**src/rtl/strand_issue_arbiter.sv**
```systemverilog
// ============================================================================
// Module   : strand_issue_arbiter
// Purpose  : Four-strand round-robin issue arbiter with per-strand run state
//            (running / suspended on miss / rollback recovery).
// Revision : 1.0  initial release
// ============================================================================
`default_nettype none

module strand_issue_arbiter (
    input  logic       clk,
    input  logic       reset_n,
    input  logic [3:0] if_instruction_valid,
    input  logic [3:0] execute_hazard,
    input  logic [3:0] strand_enable,
    input  logic       stall,
    input  logic [3:0] suspend_strand,
    input  logic [3:0] resume_strand,
    input  logic [3:0] rollback_strand,
    output logic [3:0] issue_oh,
    output logic [3:0] strand_running,
    output logic       all_blocked
);

    localparam logic [1:0] ST_RUNNING   = 2'd0;
    localparam logic [1:0] ST_SUSPENDED = 2'd1;
    localparam logic [1:0] ST_RB_WAIT   = 2'd2;

    logic [1:0] state      [4];
    logic [1:0] state_nxt  [4];
    logic       rb_cnt     [4];
    logic       rb_cnt_nxt [4];
    logic [3:0] eligible;
    logic [1:0] last_grant;
    logic [1:0] grant_idx;

    generate
        for (genvar n = 0; n < 4; n++) begin : g_strand
            always_ff @(posedge clk or negedge reset_n) begin
                if (!reset_n) begin
                    state[n]  <= ST_RUNNING;
                    rb_cnt[n] <= 1'b0;
                end else begin
                    state[n]  <= state_nxt[n];
                    rb_cnt[n] <= rb_cnt_nxt[n];
                end
            end

            // Rollback dominates every other request, including one already in RB_WAIT.
            always_comb begin
                state_nxt[n]  = state[n];
                rb_cnt_nxt[n] = rb_cnt[n];
                if (rollback_strand[n]) begin
                    state_nxt[n]  = ST_RB_WAIT;
                    rb_cnt_nxt[n] = 1'b1;
                end else begin
                    case (state[n])
                        ST_RUNNING: begin
                            if (suspend_strand[n] && !resume_strand[n])
                                state_nxt[n] = ST_SUSPENDED;
                        end
                        ST_SUSPENDED: begin
                            if (resume_strand[n])
                                state_nxt[n] = ST_RUNNING;
                        end
                        ST_RB_WAIT: begin
                            if (rb_cnt[n])
                                rb_cnt_nxt[n] = 1'b0;
                            else
                                state_nxt[n] = ST_RUNNING;
                        end
                        default: state_nxt[n] = ST_RUNNING;
                    endcase
                end
            end

            always_comb begin
                strand_running[n] = (state[n] == ST_RUNNING);
                eligible[n] = (state[n] == ST_RUNNING) && if_instruction_valid[n] &&
                              strand_enable[n] && !execute_hazard[n] && !rollback_strand[n];
            end
        end
    endgenerate

    // Search starts one past the last winner; the 2-bit sum wraps naturally.
    always_comb begin
        logic       found;
        logic [1:0] idx;
        found     = 1'b0;
        grant_idx = 2'd0;
        idx       = 2'd0;
        for (int k = 1; k <= 4; k++) begin
            idx = last_grant + 2'(k);
            if (!found && eligible[idx]) begin
                found     = 1'b1;
                grant_idx = idx;
            end
        end
        issue_oh = 4'b0000;
        if (found && !stall)
            issue_oh[grant_idx] = 1'b1;
        all_blocked = (eligible == 4'b0000) && !stall;
    end

    always_ff @(posedge clk or negedge reset_n) begin
        if (!reset_n)
            last_grant <= 2'd3;
        else if (issue_oh != 4'b0000)
            last_grant <= grant_idx;
    end

endmodule

`default_nettype wire

```
**config.mk**
```make
export PLATFORM = sky130hd
export DESIGN_NAME = strand_issue_arbiter
export DESIGN_NICKNAME = d
export VERILOG_FILES = /design/src/rtl/strand_issue_arbiter.sv
export SDC_FILE = /design/constraint.sdc
export NUM_CORES = 1
export LEC_CHECK = 0
export BUFFER_PORTS_ARGS = -buffer_cell sky130_fd_sc_hd__buf_4
export CORE_MARGIN = 4
export CORE_UTILIZATION = 45
export CTS_CLUSTER_SIZE = 30
export DETAILED_ROUTE_END_ITERATION = 8
export PLACE_DENSITY = 0.77
export SYNTH_ARGS = -nofsm -noshare
export SYNTH_HDL_FRONTEND = slang
export SYNTH_SLANG_ARGS = --single-unit
```
**constraint.sdc**
```tcl
create_clock -name clk -period 2.7 [get_ports clk]
set_input_delay 0.81 -clock clk [delete_from_list [all_inputs] [get_ports clk]]
set_output_delay 0.81 -clock clk [all_outputs]
set_load 0.02 [all_outputs]
```
Yosys cells after proc, flatten, opt, wreduce, memory -nomap -nowiden
Cells that the tools add are included.
{"block": "word_totals", "register_bits": 14, "input_bits": 27}
{"block": "classes", "n_lt_le_gt_ge": 6, "mux": 47, "n_eq_ne": 20, "addsub": 3, "n_reduce_logical": 56}
{"op": "two-way mux 2 bit", "n": 20}
{"op": "logical AND 1 bit", "n": 26}
{"op": "!= test 3 bit (second input constant)", "n": 8}
{"op": "one-hot mux 2 bit (3 select lines)", "n": 4}
{"op": "two-way mux 1 bit", "n": 17}
{"op": "logical NOT 1 bit", "n": 16}
{"op": "< comparator 2 x 3 -> 1 bit (second input constant)", "n": 5}
{"op": "!= test 3 x 2 -> 1 bit (second input constant)", "n": 4}
{"op": "AND reduction 3 bit", "n": 4}
{"op": "binary-select mux 1 bit (select 2 bit)", "n": 4}
{"op": "equality test 2 x 1 -> 1 bit (second input constant)", "n": 4}
{"op": "equality test 2 bit (second input constant)", "n": 4}
{"op": "logical NOT 2 bit", "n": 4}
{"op": "nonzero test 2 bit", "n": 4}
{"op": "adder 2 bit (second input constant)", "n": 2}
{"op": "logical NOT 4 bit", "n": 1}
{"op": "two-way mux 4 bit", "n": 1}
{"op": "nonzero test 4 bit", "n": 1}
{"op": "adder 2 x 1 -> 2 bit (second input constant)", "n": 1}
{"op": "demux 1 bit (select 2 bit)", "n": 1}
{"op": "greater-or-equal comparator 2 x 1 -> 1 bit (second input constant)", "n": 1}

Depth between registers and ports, before layout
Gate-level depths: netlist of the first run.
{"block": "logic_depth", "ltp_word": 23, "depth_mapped": 5}

Worst setup path before layout of the first run
OpenSTA, ideal clock, no wires.
{"block": "synth_timing", "path_kind": "input to output", "from": "input rollback_strand[3]", "to": "output issue_oh[2]", "stages": 5, "arrival_time_ps": 2009, "path_buffers": 0, "path_slack_ps": -119, "cell_sequence": "or2_4 -> nor4_4 -> a2111oi_2 -> or3_4 -> nor2_1"}
{"block": "synth_between", "elab_chain_cells": 19}
{"item": "from (decl)", "line_no": "18", "text": "input logic [3:0] rollback_strand,"}
{"item": "logical NOT 1 bit (*)", "line_no": "79", "text": "strand_enable[n] && !execute_hazard[n] && !rollback_strand[n];"}
{"item": "logical AND 1 bit (*)", "line_no": "79"}
{"item": "binary-select mux 1 bit (select 2 bit)", "line_no": "93", "text": "if (!found && eligible[idx]) begin"}
{"item": "two-way mux 1 bit (implied by the code)", "line_no": "93"}
{"item": "two-way mux 1 bit", "line_no": "93"}
{"item": "logical NOT 1 bit", "line_no": "93"}
{"item": "logical AND 1 bit", "line_no": "93"}
{"item": "two-way mux 1 bit", "line_no": "93"}
{"item": "(+3 left out)"}
{"item": "logical NOT 1 bit", "line_no": "93"}
{"item": "logical AND 1 bit", "line_no": "93"}
{"item": "two-way mux 2 bit", "line_no": "93"}
{"item": "< comparator 2 x 3 -> 1 bit (implied by the code) or greater-or-equal comparator 2 x 1 -> 1 bit (tied branches)", "line_no": "100", "text": "issue_oh[grant_idx] = 1'b1;"}
{"item": "logical AND 1 bit (implied by the code)", "line_no": "100"}
{"item": "two-way mux 1 bit (implied by the code)", "line_no": "100"}
{"item": "demux 1 bit (select 2 bit)", "line_no": "100"}
{"item": "two-way mux 4 bit (*)", "line_no": "99", "text": "if (found && !stall)"}
{"item": "to (decl)", "line_no": "19", "text": "output logic [3:0] issue_oh,"}
Every way passes the cells marked *; elsewhere a longest branch is shown, timed or not. The select of a mux whose other input is x is not followed.

Final worst setup path of the first run
{"block": "layout_timing", "from": "input execute_hazard[1]", "to": "output issue_oh[2]"}
{"block": "layout_between", "elab_chain_cells": 20}
{"item": "from (decl)", "line_no": "13", "text": "input logic [3:0] execute_hazard,"}
{"item": "logical NOT 1 bit (*)", "line_no": "79"}
{"item": "logical AND 1 bit (*) (2 in a row)", "line_no": "79"}
{"item": "binary-select mux 1 bit (select 2 bit)", "line_no": "93"}
{"item": "two-way mux 1 bit (implied by the code)", "line_no": "93"}
{"item": "two-way mux 1 bit", "line_no": "93"}
{"item": "logical NOT 1 bit", "line_no": "93"}
{"item": "logical AND 1 bit", "line_no": "93"}
{"item": "two-way mux 1 bit", "line_no": "93"}
{"item": "(+3 left out)"}
{"item": "logical NOT 1 bit", "line_no": "93"}
{"item": "logical AND 1 bit", "line_no": "93"}
{"item": "two-way mux 2 bit", "line_no": "93"}
{"item": "< comparator 2 x 3 -> 1 bit (implied by the code) or greater-or-equal comparator 2 x 1 -> 1 bit (tied branches)", "line_no": "100"}
{"item": "logical AND 1 bit (implied by the code)", "line_no": "100"}
{"item": "two-way mux 1 bit (implied by the code)", "line_no": "100"}
{"item": "demux 1 bit (select 2 bit)", "line_no": "100"}
{"item": "two-way mux 4 bit (*)", "line_no": "99"}
Marked as above.

==> impl_results.md, run 1 <==
* Core area at 1710 µm²
* Aggregate global-route resource usage at 16.6%
* # diodes at 0
* Maximum vdd drop at 0.300 mV
* Tcrit/Tclk final at 110%
* Register area at 353 µm²
* Clk_skew at 0.00255 ns
* Starting Density at 47.5%
* Vias per cell at 5.04
* Area Growth Syn to Fin at 62.2%
* Worst Tran Pin Value at 0.323 ns
* CP dominant cell by count: buf_4
* Run status: complete, but fails checks
* Flop pwr share at 46.7%
* Share of the yosys chip area belonging to registers at 43.5%
* Die height at 50.4 µm
* R2R setup slack at 0.92 ns
* Crit path buf inv count at 2
* Top-area cell type share of the netlist area at 37.0%
* First-pass GRT wire length at 3220 µm
* Syn Inst Count at 80
* Most numerous cell in the Yosys netlist: nor2_1
* Vias in the first global route at 781
* Clk Latency, worst-skew pair at 0.27 ns
* #FFs+latches synth at 14
* Die X at 50.4 µm
* Crit end category: output pin
* Fmax at 337 MHz
* Fin crit period at 2.96 ns
* Yosys warnings at 0
* Port bufs at 35
* Post-route ant nets at 0
* Drt drc at 0
* Post-synthesis area per instance at 10.1 µm²
* I/O Pins at 36
* Crit Path Max Fanout at 3
* Gpl congestion at 0.744
* Relative slew slack at 78.5%
* Area of the die at 2540 µm²
* Worst setup SP type: input port
* Final setup violating endpoints at 4
* GRT overflow at 0
* Clock power frac at 26.2%
* Area leader, netlist: dfrtp_1
* Cell Area, Synth at 811 µm²
* Comb power frac at 27.2%
* Share of layout cells above drive strength 1 at 54.6%
* Slowest-stage cell, CP: a2111oi_4
* Violated checks: negative setup slack
* Hold crit path type: in -> async
* Clk slew on worst S/H paths at 0.08 ns
* Number of flops mapped to enable cells by yosys at 0
* Asr flop ratio synth at 100%
* DRT Pass-1 Iters at 4
* Row count at 15
* Vias at 781
* Wire per inst at 12.9 µm
* Final Max Tran Viols at 0
* R2R cell count at 7
* Switching pwr at 157 µW
* Starting DRT DRC Count at 12
* CTS Buffer Depth at 2
* Crit-path cells: buf_4, and4bb_1, a21oi_2, a2111oi_4, or3_4, nor2_2, buf_4
* Worst path depth at 7
* Fill cells at 110
* Htree depth at 1
* CTS buffer count at 3
* CP arrival at 2.15 ns
* Overall Power at 550 µW
* Cell family with most CP delay: simple AND/OR/NAND/NOR gates
* Nets at 158
* Dpl cell area at 1190 µm²
* Fin. Hold Viols at 0
* CTS tree: built
* CTS sink count at 14
* Sw Ratio at 28.6%
* Root Buffer: clkbuf_4
* Internal at 393 µW
* Max-cap violation count at 0
* CP Class: in -> out
* Reg-to-reg endpoint: last_grant[0]$_DFFE_PN1P_
* Syn nets at 107
* Ys flop type: dfrtp_1
* Worst Setup SP: execute_hazard[1]
* Pwr/cell area at 419 nW/µm²
* Top cells by count, synth: 18 x nor2_1, 12 x dfrtp_1, 5 x inv_1
* Setup WS post-layout at -0.264 ns
* Req. time, crit path at 1.89 ns
* Routed WL at 2000 µm
* Footprint of the multi-input gates at 508 µm²
* Pin count of the biggest net entering global routing at 15
* Critical Path Max Stage Delay at 0.39 ns
* Lkg Pwr at 0.621 nW
* RSZ-0062 raised after global routing: true
* Final instance area at 1320 µm²
* Number of distinct library cells after synthesis at 33
* Worst reg2reg startpoint: last_grant[1]$_DFFE_PN1P_
* Initial antenna violation count at 0
* Area contributors post-synth: dfrtp_1 37%, nor2_1 8.3%, dfstp_2 6.5%
* Dpl hpwl at 1570 µm
* Crit path capture: issue_oh[2]
worst register-to-register path, stage by stage (launching register included):
cell,delay (ns)
dfstp_2,0.59
inv_1,0.13
nor4_4,0.36
buf_4,0.17
a221oi_2,0.03
o21ai_2,0.13
buf_4,0.17
mux2_2,0.14
final cells by class:
type                    count  share of cell area [%]
inverters                   5                    1.43
flip-flops and latches     14                    26.8
repair buffers             46                    28.0
clock buffers               4                    2.76
multi-input cells          61                    38.6
well taps                  25                    2.38
how the worst min path moves through the flow:
stage / from / endpoint / slack [ns] / cells past startpoint
after floorplan: rb_cnt[0]$_DFFE_PN0P_ / rb_cnt[0]$_DFFE_PN0P_ / 0.45 / 1
after global placement: rb_cnt[3]$_DFFE_PN0P_ / rb_cnt[3]$_DFFE_PN0P_ / 0.46 / 1
after detailed placement: rb_cnt[1]$_DFFE_PN0P_ / rb_cnt[1]$_DFFE_PN0P_ / 0.47 / 1
after CTS: reset_n / state[6]$_DFFE_PN0P_ / 0.36 / 1
after global routing: reset_n / state[5]$_DFFE_PN0P_ / 0.35 / 1
final: reset_n / state[5]$_DFFE_PN0P_ / 0.37 / 1
layout by cell type, fill, tap and decap left out, types with 2 or more instances in the layout:
cell type	instances
inv_1	5
nor2_1	16
buf_4	40
nand4bb_4	2
nor3_1	2
o21bai_1	4
nor2_2	2
clkbuf_4	3
nor2b_4	2
o21ai_0	2
nand2b_1	4
o21ai_2	2
a21o_1	4
dfrtp_1	12
dfstp_2	2
buf_6	6
power groups by stage:
stage / sequential, mW / clock [mW] / combinational (mW)
3_5_place_dp: 0.257 / 0 / 0.132
5_1_grt: 0.260 / 0.163 / 0.162
4_1_cts: 0.254 / 0.150 / 0.140
2_1_floorplan: 0.253 / 0 / 0.0681
3_3_place_gp: 0.256 / 0 / 0.129
6_report: 0.257 / 0.144 / 0.150
state kept, by name, indices dropped and copies added (netlist names):
register    count
last_grant      2
rb_cnt          4
state           8
kinds of logic (layout without fill, tap and decap cells):
| kind of cell | count (synthesis) | count (layout) | share of synthesized area [%] |
|---|---|---|---|
| flip-flops | 14 | 14 | 43.5 |
| multiplexers | 1 | 1 | 1.39 |
| AO/OA/AOI/OAI | 20 | 20 | 17.9 |
| buffers and inverters | 5 | 55 | 2.32 |
| AND/OR/NAND/NOR | 40 | 40 | 34.9 |
per-stage QoR:
stage          worst slack, ns  hold WS (ns)  TNS (ns)  utilization (%)  std cells
3_5_place_dp            -0.270         0.465    -0.993             69.9        149
4_1_cts                 -0.256         0.362    -0.865             74.7        154
6_report                -0.264         0.368    -0.982             77.0        155
2_1_floorplan          -0.0478         0.449   -0.0935                -         80
3_3_place_gp            -0.238         0.457    -0.886             69.9        149
5_1_grt                 -0.359         0.352     -1.37             77.0        155
per-layer routing:
metal  track usage (%)  up-vias  wire [µm]
li1                  -      384          -
met1              19.5      378        813
met2              29.3       17       1100
met3              2.67        2         81
met4              7.17        0          5
met5                 0        -          0
timing repair:
item | 4_1_cts | 5_1_grt
gates cloned | 0 | 0
pin swaps | 4 | 2
endpoints found under the hold margin | 0 | 0
buffers inserted | 1 | 1
endpoints found under the setup margin | 4 | 4
hold buffers | 0 | 0
gates resized for setup | 6 | 6
Note: power is estimated with default switching activity, not from simulation.
==> run 2: changes to the inputs <==
--- a/config.mk
+++ b/config.mk
@@ -10,6 +10,7 @@
 export CORE_UTILIZATION = 45
 export CTS_CLUSTER_SIZE = 30
 export DETAILED_ROUTE_END_ITERATION = 8
+export MAX_ROUTING_LAYER = met4
 export PLACE_DENSITY = 0.77
 export SYNTH_ARGS = -nofsm -noshare
 export SYNTH_HDL_FRONTEND = slang
==> run 2 against run 1 <==
Effect of this change: the run still ends with negative setup slack left; cell count stayed put; global-route usage is 0.58 points higher; die area stayed put; clock skew stayed put; non-clock buffer count stayed put; worst setup slack better by 0.0032 ns; critical endpoint unchanged; largest cell class unchanged; highest routed layer unchanged.
==> impl_results.md, run 2 (synthesized netlist as in run 1, its figures left out) <==
* Dpl hpwl at 1570 µm (unchanged)
* Clock power frac at 26.1% (was 26.2%)
* Drt drc at 0 (unchanged)
* Share of layout cells above drive strength 1 at 54.6% (unchanged)
* Gpl congestion at 0.754 (was 0.744)
* First-pass GRT wire length at 3250 µm (was 3220 µm)
* CP Class: in -> out (unchanged)
* Area of the die at 2540 µm² (unchanged)
* RSZ-0062 raised after global routing: true (unchanged)
* CP arrival at 2.15 ns (about the same)
* Overall Power at 551 µW (was 550 µW)
* Setup WS post-layout at -0.261 ns (was -0.264 ns)
* Fin. Hold Viols at 0 (unchanged)
* DRT Pass-1 Iters at 4 (unchanged)
* Crit Path Max Fanout at 3 (unchanged)
* Lkg Pwr at 0.621 nW (unchanged)
* Internal at 393 µW (about the same)
* Hold crit path type: in -> async (unchanged)
* Pin count of the biggest net entering global routing at 15 (unchanged)
* CTS sink count at 14 (unchanged)
* Fin crit period at 2.96 ns (about the same)
* Starting DRT DRC Count at 12 (unchanged)
* Max reg flops at 8 (unchanged)
* Clk_skew at 0.00255 ns (unchanged)
* Post-route ant nets at 0 (unchanged)
* Worst setup SP type: input port (unchanged)
* Row count at 15 (unchanged)
* Die height at 50.4 µm (unchanged)
* Die X at 50.4 µm (unchanged)
* Worst Tran Pin Value at 0.326 ns (was 0.323 ns)
* Comb power frac at 27.1% (was 27.2%)
* Relative slew slack at 78.3% (was 78.5%)
* CTS tree: built (unchanged)
* Root Buffer: clkbuf_4 (unchanged)
* Max-cap violation count at 0 (unchanged)
* Clk Latency, worst-skew pair at 0.27 ns (about the same)
* Most frequent cells in the layout: 40 x buf_4, 16 x nor2_1, 12 x dfrtp_1 (unchanged)
* # diodes at 0 (unchanged)
* Routed WL at 1990 µm (was 2000 µm)
* Final Max Tran Viols at 0 (unchanged)
* Most common cell after layout, fill and taps aside: buf_4 (unchanged)
* Core area at 1710 µm² (unchanged)
* Run status: complete, but fails checks (unchanged)
* Sw Ratio at 28.6% (about the same)
* Violated checks: negative setup slack (unchanged)
* Port bufs at 35 (unchanged)
* Htree depth at 1 (unchanged)
* Wire per inst at 12.9 µm (about the same)
* Aggregate global-route resource usage at 17.1% (was 16.6%)
* Most flop-heavy register: state (unchanged)
* Flop pwr share at 46.7% (about the same)
* Final setup violating endpoints at 4 (unchanged)
* Vias in the first global route at 776 (was 781)
* Area Growth Syn to Fin at 62.2% (unchanged)
* Starting Density at 47.5% (unchanged)
* I/O Pins at 36 (unchanged)
* Maximum vdd drop at 0.300 mV (about the same)
* Pwr/cell area at 419 nW/µm² (about the same)
* Initial antenna violation count at 0 (unchanged)
* Vias at 782 (was 781)
* Req. time, crit path at 1.89 ns (about the same)
* Fmax at 338 MHz (was 337 MHz)
* Clk slew on worst S/H paths at 0.08 ns (about the same)
* Fill cells at 110 (unchanged)
* CTS Buffer Depth at 2 (unchanged)
* Vias per cell at 5.05 (was 5.04)
* Crit end category: output pin (unchanged)
* CTS buffer count at 3 (unchanged)
* Top Registers: state (8), rb_cnt (4), last_grant (2) (unchanged)
* Final hold slack at 0.368 ns (unchanged)
* Finished Core Util at 77.0% (unchanged)
* Tcrit/Tclk final at 110% (about the same)
* GRT overflow at 0 (unchanged)
* Switching pwr at 158 µW (was 157 µW)
* Nets at 158 (unchanged)
[run 2: cell counts in the layout (fill, tap and decap cells not counted)]
No cell type changed its count.
[run 2: repair_timing]
| action | 4_1_cts | 5_1_grt |
|---|---|---|
| pin swaps | 4 | 2 |
| setup buffers | 1 | 1 |
| hold buffers | 0 | 0 |
| gates cloned | 0 | 0 |
| resized for setup | 6 | 6 |
| setup endpoints to repair | 4 | 4 |
| endpoints found under the hold margin | 0 | 0 |
[run 2: per-stage QoR]
stage                     instances  setup TNS [ns]  setup WS, ns  area, µm²
after floorplan                  80         -0.0935       -0.0478        832
after global placement          149          -0.886        -0.238       1190
final                           155          -0.976        -0.261       1320
after CTS                       154          -0.865        -0.256       1280
after global routing            155           -1.29        -0.337       1320
after detailed placement        149          -0.993        -0.270       1190
[run 2: final timing paths]
| kind | end | cells after the start | from | slack (ns) |
|---|---|---|---|---|
| worst max register to register | last_grant[0]$_DFFE_PN1P_ | 7 | last_grant[1]$_DFFE_PN1P_ | 0.91 |
| max in group asynchronous | last_grant[0]$_DFFE_PN1P_ | 1 | reset_n | 2.10 |
| min in group clk | rb_cnt[0]$_DFFE_PN0P_ | 1 | rb_cnt[0]$_DFFE_PN0P_ | 0.48 |
| worst max-delay path | issue_oh[2] | 7 | execute_hazard[1] | -0.26 |
| worst min register to register | rb_cnt[0]$_DFFE_PN0P_ | 1 | rb_cnt[0]$_DFFE_PN0P_ | 0.48 |
| worst min-delay path | state[5]$_DFFE_PN0P_ | 1 | reset_n | 0.37 |
[run 2: final cells by class]
type                       count  area, µm²  area share (%)
inverter                       5       18.8            1.43
tap                           25       31.3            2.38
clock buffer                   4       36.3            2.76
sequential                    14        353            26.8
multi-input combinational     61        508            38.6
timing repair buffer          46        368            28.0
[run 2: metal layers]
| metal | part of all wire, % | vias to the layer above | global-route usage (%) |
|---|---|---|---|
| li1 | - | 384 | - |
| met1 | 40 | 379 | 19.7 |
| met2 | 55 | 17 | 29.8 |
| met3 | 4.0 | 2 | 2.97 |
| met4 | 0.25 | 0 | 6.28 |
| met5 | 0 | - | - |
[run 2: power by group through the flow]
stage / Combinational, mW / Sequential [mW] / Clock [mW]
finish: 0.150 / 0.257 / 0.144
global route: 0.162 / 0.260 / 0.163
CTS: 0.140 / 0.254 / 0.150
detailed placement: 0.132 / 0.257 / 0
global placement: 0.129 / 0.256 / 0
floorplan: 0.0681 / 0.253 / 0
[run 2: critical path: stages]
cell and delay, ns:
buf_4 0.11, and4bb_1 0.32, a21oi_2 0.10, a2111oi_4 0.39
or3_4 0.22, nor2_2 0.03, buf_4 0.16
